==> config.mk <==
export PLATFORM = sky130hd
export DESIGN_NAME = parsing_layer_sched
export DESIGN_NICKNAME = d
export VERILOG_FILES = /design/src/rtl/parsing_layer_sched.sv
export SDC_FILE = /design/constraint.sdc
export NUM_CORES = 1
export LEC_CHECK = 0
export ABC_AREA = 1
export ABC_CLOCK_PERIOD_IN_PS = 2000
export CAP_MARGIN = 10
export CELL_PAD_IN_SITES_DETAIL_PLACEMENT = 2
export CELL_PAD_IN_SITES_GLOBAL_PLACEMENT = 2
export CORE_MARGIN = 4
export CORE_UTILIZATION = 25
export DETAILED_ROUTE_END_ITERATION = 6
export PLACE_DENSITY_LB_ADDON = 0.1
export SETUP_SLACK_MARGIN = 0.2
export SLEW_MARGIN = 40
export SYNTH_ARGS = -nofsm -noshare
export SYNTH_HDL_FRONTEND = slang
export SYNTH_SLANG_ARGS = --single-unit
==> constraint.sdc <==
create_clock -name clk -period 2 [get_ports clk]
set_clock_uncertainty 0.15 [all_clocks]
set_input_delay 0.4 -clock clk [delete_from_list [all_inputs] [get_ports clk]]
set_output_delay 0.4 -clock clk [all_outputs]
set_load 0.1 [all_outputs]
==> src/rtl/parsing_layer_sched.sv <==
// ----------------------------------------------------------------------------
// parsing_layer_sched
//   Sweeps a layer of tiles through 16 BRAM banks. Each tile gets one LOAD
//   cycle (oStart pulse) followed by RUN cycles that walk a shared word
//   address from 0 to len-1, stalling whenever downstream is not ready.
//   After the last tile, DONE pulses oDone for one cycle.
//
//   Optional feature macro: PARSING_SCHED_STALL_CNT_EN adds oStallCnt, a
//   saturating count of RUN cycles with iReady low for the current layer.
//
// Ports
//   clk          clock, rising edge
//   rst          asynchronous active-high reset
//   iLayerStart  one-cycle layer start request (honoured in IDLE only)
//   iNumTiles    tiles per layer, 0 = no tiles
//   iTileLen     BRAM words per tile, 0 = 512
//   iReady       downstream ready, low stalls the sweep
//   iAbort       cancel the layer
//   oStart       one-cycle start pulse per tile
//   oRun         datapath run enable
//   oCs          chip enables for the 16 banks
//   oAddr        shared BRAM word address
//   oTileIdx     current tile index
//   oBusy        layer in progress
//   oDone        one-cycle layer-complete pulse
//   oStallCnt    (optional) stall cycle count
//
// All outputs are registered. oCs in a RUN cycle reflects the iReady value
// sampled at the edge that opened that cycle.
// ----------------------------------------------------------------------------
module parsing_layer_sched (
    input  logic        clk,
    input  logic        rst,
    input  logic        iLayerStart,
    input  logic [7:0]  iNumTiles,
    input  logic [8:0]  iTileLen,
    input  logic        iReady,
    input  logic        iAbort,
    output logic        oStart,
    output logic        oRun,
    output logic [15:0] oCs,
    output logic [8:0]  oAddr,
    output logic [7:0]  oTileIdx,
    output logic        oBusy,
    output logic        oDone
`ifdef PARSING_SCHED_STALL_CNT_EN
    ,
    output logic [15:0] oStallCnt
`endif
);

    typedef enum logic [1:0] {S_IDLE, S_LOAD, S_RUN, S_DONE} state_t;

    state_t      r_state;
    logic [7:0]  r_tiles;
    logic [8:0]  r_len;
    logic        r_start;
    logic        r_run;
    logic [15:0] r_cs;
    logic [8:0]  r_addr;
    logic [7:0]  r_tile_idx;
    logic        r_busy;
    logic        r_done;

    logic w_accept;
    logic w_last_addr;
    logic w_last_tile;

    assign w_accept    = (r_state == S_IDLE) && iLayerStart && !iAbort;
    // A stored length of 0 means 512 words: 0 - 1 wraps to 511 in 9 bits.
    assign w_last_addr = (r_addr == (r_len - 9'd1));
    assign w_last_tile = (r_tile_idx == (r_tiles - 8'd1));

    always_ff @(posedge clk or posedge rst) begin
        if (rst) begin
            r_state    <= S_IDLE;
            r_tiles    <= '0;
            r_len      <= '0;
            r_start    <= 1'b0;
            r_run      <= 1'b0;
            r_cs       <= '0;
            r_addr     <= '0;
            r_tile_idx <= '0;
            r_busy     <= 1'b0;
            r_done     <= 1'b0;
        end else begin
            // Pulse-type outputs default low every cycle.
            r_start <= 1'b0;
            r_done  <= 1'b0;
            r_cs    <= '0;
            if (iAbort && (r_state != S_IDLE)) begin
                // Abort beats tile end and iReady.
                r_state    <= S_IDLE;
                r_run      <= 1'b0;
                r_addr     <= '0;
                r_tile_idx <= '0;
                r_busy     <= 1'b0;
            end else begin
                case (r_state)
                    S_IDLE: begin
                        if (w_accept) begin
                            r_tiles    <= iNumTiles;
                            r_len      <= iTileLen;
                            r_addr     <= '0;
                            r_tile_idx <= '0;
                            r_busy     <= 1'b1;
                            if (iNumTiles == 8'd0) begin
                                r_state <= S_DONE;
                                r_done  <= 1'b1;
                            end else begin
                                r_state <= S_LOAD;
                                r_start <= 1'b1;
                            end
                        end
                    end
                    S_LOAD: begin
                        r_state <= S_RUN;
                        r_run   <= 1'b1;
                        r_cs    <= iReady ? 16'hFFFF : 16'h0000;
                    end
                    S_RUN: begin
                        if (iReady && w_last_addr) begin
                            r_run  <= 1'b0;
                            r_addr <= '0;
                            if (w_last_tile) begin
                                r_state <= S_DONE;
                                r_done  <= 1'b1;
                            end else begin
                                r_state    <= S_LOAD;
                                r_start    <= 1'b1;
                                r_tile_idx <= r_tile_idx + 8'd1;
                            end
                        end else begin
                            if (iReady) begin
                                r_addr <= r_addr + 9'd1;
                            end
                            r_cs <= iReady ? 16'hFFFF : 16'h0000;
                        end
                    end
                    S_DONE: begin
                        r_state    <= S_IDLE;
                        r_tile_idx <= '0;
                        r_busy     <= 1'b0;
                    end
                    default: r_state <= S_IDLE;
                endcase
            end
        end
    end

    assign oStart   = r_start;
    assign oRun     = r_run;
    assign oCs      = r_cs;
    assign oAddr    = r_addr;
    assign oTileIdx = r_tile_idx;
    assign oBusy    = r_busy;
    assign oDone    = r_done;

`ifdef PARSING_SCHED_STALL_CNT_EN
    logic [15:0] r_stall_cnt;

    always_ff @(posedge clk or posedge rst) begin
        if (rst) begin
            r_stall_cnt <= '0;
        end else if (w_accept) begin
            r_stall_cnt <= '0;
        end else if ((r_state == S_RUN) && !iReady && (r_stall_cnt != 16'hFFFF)) begin
            r_stall_cnt <= r_stall_cnt + 16'd1;
        end
    end

    assign oStallCnt = r_stall_cnt;
`endif

endmodule

==> out/qor.yml, run 1 <==
grt_pass1_wl_um: 16440
p_per_area_nw_per_um2: 1357
max_slew_margin_pct: 77.65
yosysTopAreaCellShare_pct: 37.05
route.top_layer_used: "met4"
drt-met1-wl_um: 4046
wl_met2_um: 5367
drt-initial-drc-count: 66
drt_wl_total_um: 9823
synth_area_um2: 2769
cp_max_fo: 8
fmax_mhz: 471.7
min_path_type: "input pin to asynchronous set/reset pin"
cts_root_buf: "clkbuf_8"
num_vias: 2868
start_util_pct: 25.54
ios: 59
finalMaxSlewViolations: 0
holdWs_ps: 294.9
yosysTopAreaCell: "dfrtp_1"
rsz0062_at_grt: "yes"
p_leak_nw: 2.073
ant_nets: 0
grt_max_degree: 42
reg2reg_from: "r_len[0]$_DFFE_PP0P_"
synth-main-ff-cell: "dfrtp_1"
arrival_ps: 2170
r2r_end: "oTileIdx[3]$_DFFE_PP0P_"
viasPerCell: 4.545
die-area_um2: 12820
crit_type: "flop to flop"
async_flop_share_pct: 100.0
portBuffers: 58
cts_tree: "built"
core_um2: 10840
place_area_um2: 4165
min_period_ps: 2120
yosysMostFrequentCell: "nand2_1"
grtUsageTotal_pct: 16.15
min_period_over_period_pct: 106.0
cts_buffers: 5
final_area_um2: 4437
num_rows: 38
wl_met3_um: 243
post-dp-hpwl_um: 7931
r2r_slack_ps: -120
routabilityCongestion: 0.7832
yosysWarnings: 0
setup_viol: 22
hold_viol_final: 0
synth.avg_cell_area_um2: 6.922
die_h_um: 113.2
cts.hold.buffers_added: 0
area_delta_synth_final_pct: 60.24
grt_antenna_before_repair: 0
dr.pass1.iters: 4
ys_types: 32
dieWidth_um: 113.2
synth_edf_count: 0
seq_area_frac_synth_pct: 37.05
synth_area_leaders: "dfrtp_1, nand2_1, nor2_1, inv_1, nand3_1"
startpoint_type: "flop"
yosys_register_bits: 41
post-route-util_pct: 40.93
fin_nets: 520
yosys-top-cells-count: "nand2_1, nor2_1, inv_1"
gr-total-overflow: 0
status: "finished with violations"
maxCapViolCount: 0
clk_path_buf_depth: 2
htree_levels: 2
reg2reg_depth: 14
tightest_slew_ps: 335.3
syn_nets: 430
clk_pin_slew_ps: 90
layout_setup_ws_ps: -119.8
end_kind: "flop"
drive_above_1_share_pct: 31.36
grt_pass1_vias: 3251
syn_inst: 400
wl_per_cell_um: 15.57
required_ps: 2050
cts_sinks: 41
violations: "negative setup slack"
clock_latency_ps: 300
drc: 0
ir_drop_v: 0.0005586
antenna_cells: 0
## state kept, by name (all words and copies together), names as in the netlist, 2 cells and up
signal    count
r_tiles       8
oAddr         9
oTileIdx      8
r_state       2
r_len         9
## metal layers
metal / track usage [%] / vias up
met5: 0 / -
met4: 4.888 / 0
met3: 2.299 / 10
met2: 30.81 / 48
met1: 18.44 / 1396
li1: - / 1414
## logic make-up (layout without fill, tap and decap cells)
logic type      after synthesis  count (layout)  synth area share (%)
compound gates               31              31                 5.920
buf+inv                      74             165                 12.61
flops                        41              41                 37.05
simple gates                227             227                 34.79
fa+ha+maj                     8               8                 3.615
xor+xnor                     19              19                 6.010
## power by group
group | total (mW) | internal (mW) | switching (mW) | leakage [nW]
Sequential | 1.30 | 1.06 | 0.240 | 0.507
Clock | 0.711 | 0.408 | 0.304 | 0.0585
Combinational | 4.01 | 1.51 | 2.49 | 1.51
Total | 6.02 | 2.98 | 3.04 | 2.07
## critical path, stage by stage (launching register included)
cell     delay [ps]
dfrtp_1         400
inv_2            90
ha_4            210
nand2_1          70
nand2_2          60
nor2_2           70
nand2_1          80
nor2_1          130
nand2_1          80
nor2_2          130
nand3_2         110
nand2_4         140
nand3_4         160
nand2_1         100
nand2_1          50
## worst max-delay path by stage
stage	from	endpoint	slack, ps	cells past startpoint
after floorplan	oAddr[6]$_DFFE_PP0P_	oTileIdx[2]$_DFFE_PP0P_	50	12
after global placement	iAbort	oAddr[4]$_DFFE_PP0P_	-260	10
after detailed placement	iAbort	oAddr[0]$_DFFE_PP0P_	-340	10
after CTS	r_len[0]$_DFFE_PP0P_	oTileIdx[6]$_DFFE_PP0P_	-140	15
after global routing	r_len[0]$_DFFE_PP0P_	oTileIdx[1]$_DFFE_PP0P_	-280	14
final	r_len[0]$_DFFE_PP0P_	oTileIdx[3]$_DFFE_PP0P_	-120	14
## metrics by stage
stage	std cells	power [mW]	setup TNS (ps)	setup WS, ps
6_report	631	6.021	-1771	-119.8
4_1_cts	629	6.039	-2445	-144.9
5_1_grt	631	6.527	-5393	-282.1
3_3_place_gp	618	4.968	-3565	-255.0
2_1_floorplan	400	3.671	0	53.59
3_5_place_dp	618	5.096	-5182	-337.7
## layout make-up
cell class / instances / area (um^2)
timing repair buffer: 104 / 1341
clock inverter: 1 / 30.03
tap: 140 / 175.2
sequential: 41 / 1066
clock buffer: 7 / 86.33
multi-input combinational: 285 / 1531
fill: 1232 / 6404
inverter: 53 / 206.4
## timing repair
action / in CTS / in global routing
buffers inserted: 2 / 2
gates cloned: 1 / 0
endpoints found under the setup margin: 23 / 28
resized for setup: 27 / 12
pin swaps: 13 / 8
## cell usage in the layout, fill, tap and decap left out, types with 2 or more instances in the layout
cell	instances
nand2_1	117
nor2_1	45
buf_4	41
buf_12	40
inv_1	37
nand3_1	25
dfrtp_1	23
clkdlybuf4s50_1	21
xor2_1	15
o21ai_0	14
nand4_1	12
inv_2	11
dfrtp_2	11
nand2_2	9
dfrtp_4	7
a21oi_1	6
clkbuf_8	6
nor2_2	5
xnor2_1	4
ha_1	4
inv_4	3
nand3_2	3
nor2_4	3
o21ai_1	3
ha_4	3
a21oi_4	2
clkinv_1	2
a21oi_2	2
buf_6	2
(Power assumes the default switching activity.)
==> inputs of run 2 (changes only) <==
--- a/config.mk
+++ b/config.mk
@@ -12,6 +12,7 @@
 export CELL_PAD_IN_SITES_GLOBAL_PLACEMENT = 2
 export CORE_MARGIN = 4
 export CORE_UTILIZATION = 25
+export CTS_CLUSTER_SIZE = 16
 export DETAILED_ROUTE_END_ITERATION = 6
 export PLACE_DENSITY_LB_ADDON = 0.1
 export SETUP_SLACK_MARGIN = 0.2
==> results of run 2 <==
No change in the layout: final DEF, timing and power equal those of run 1.
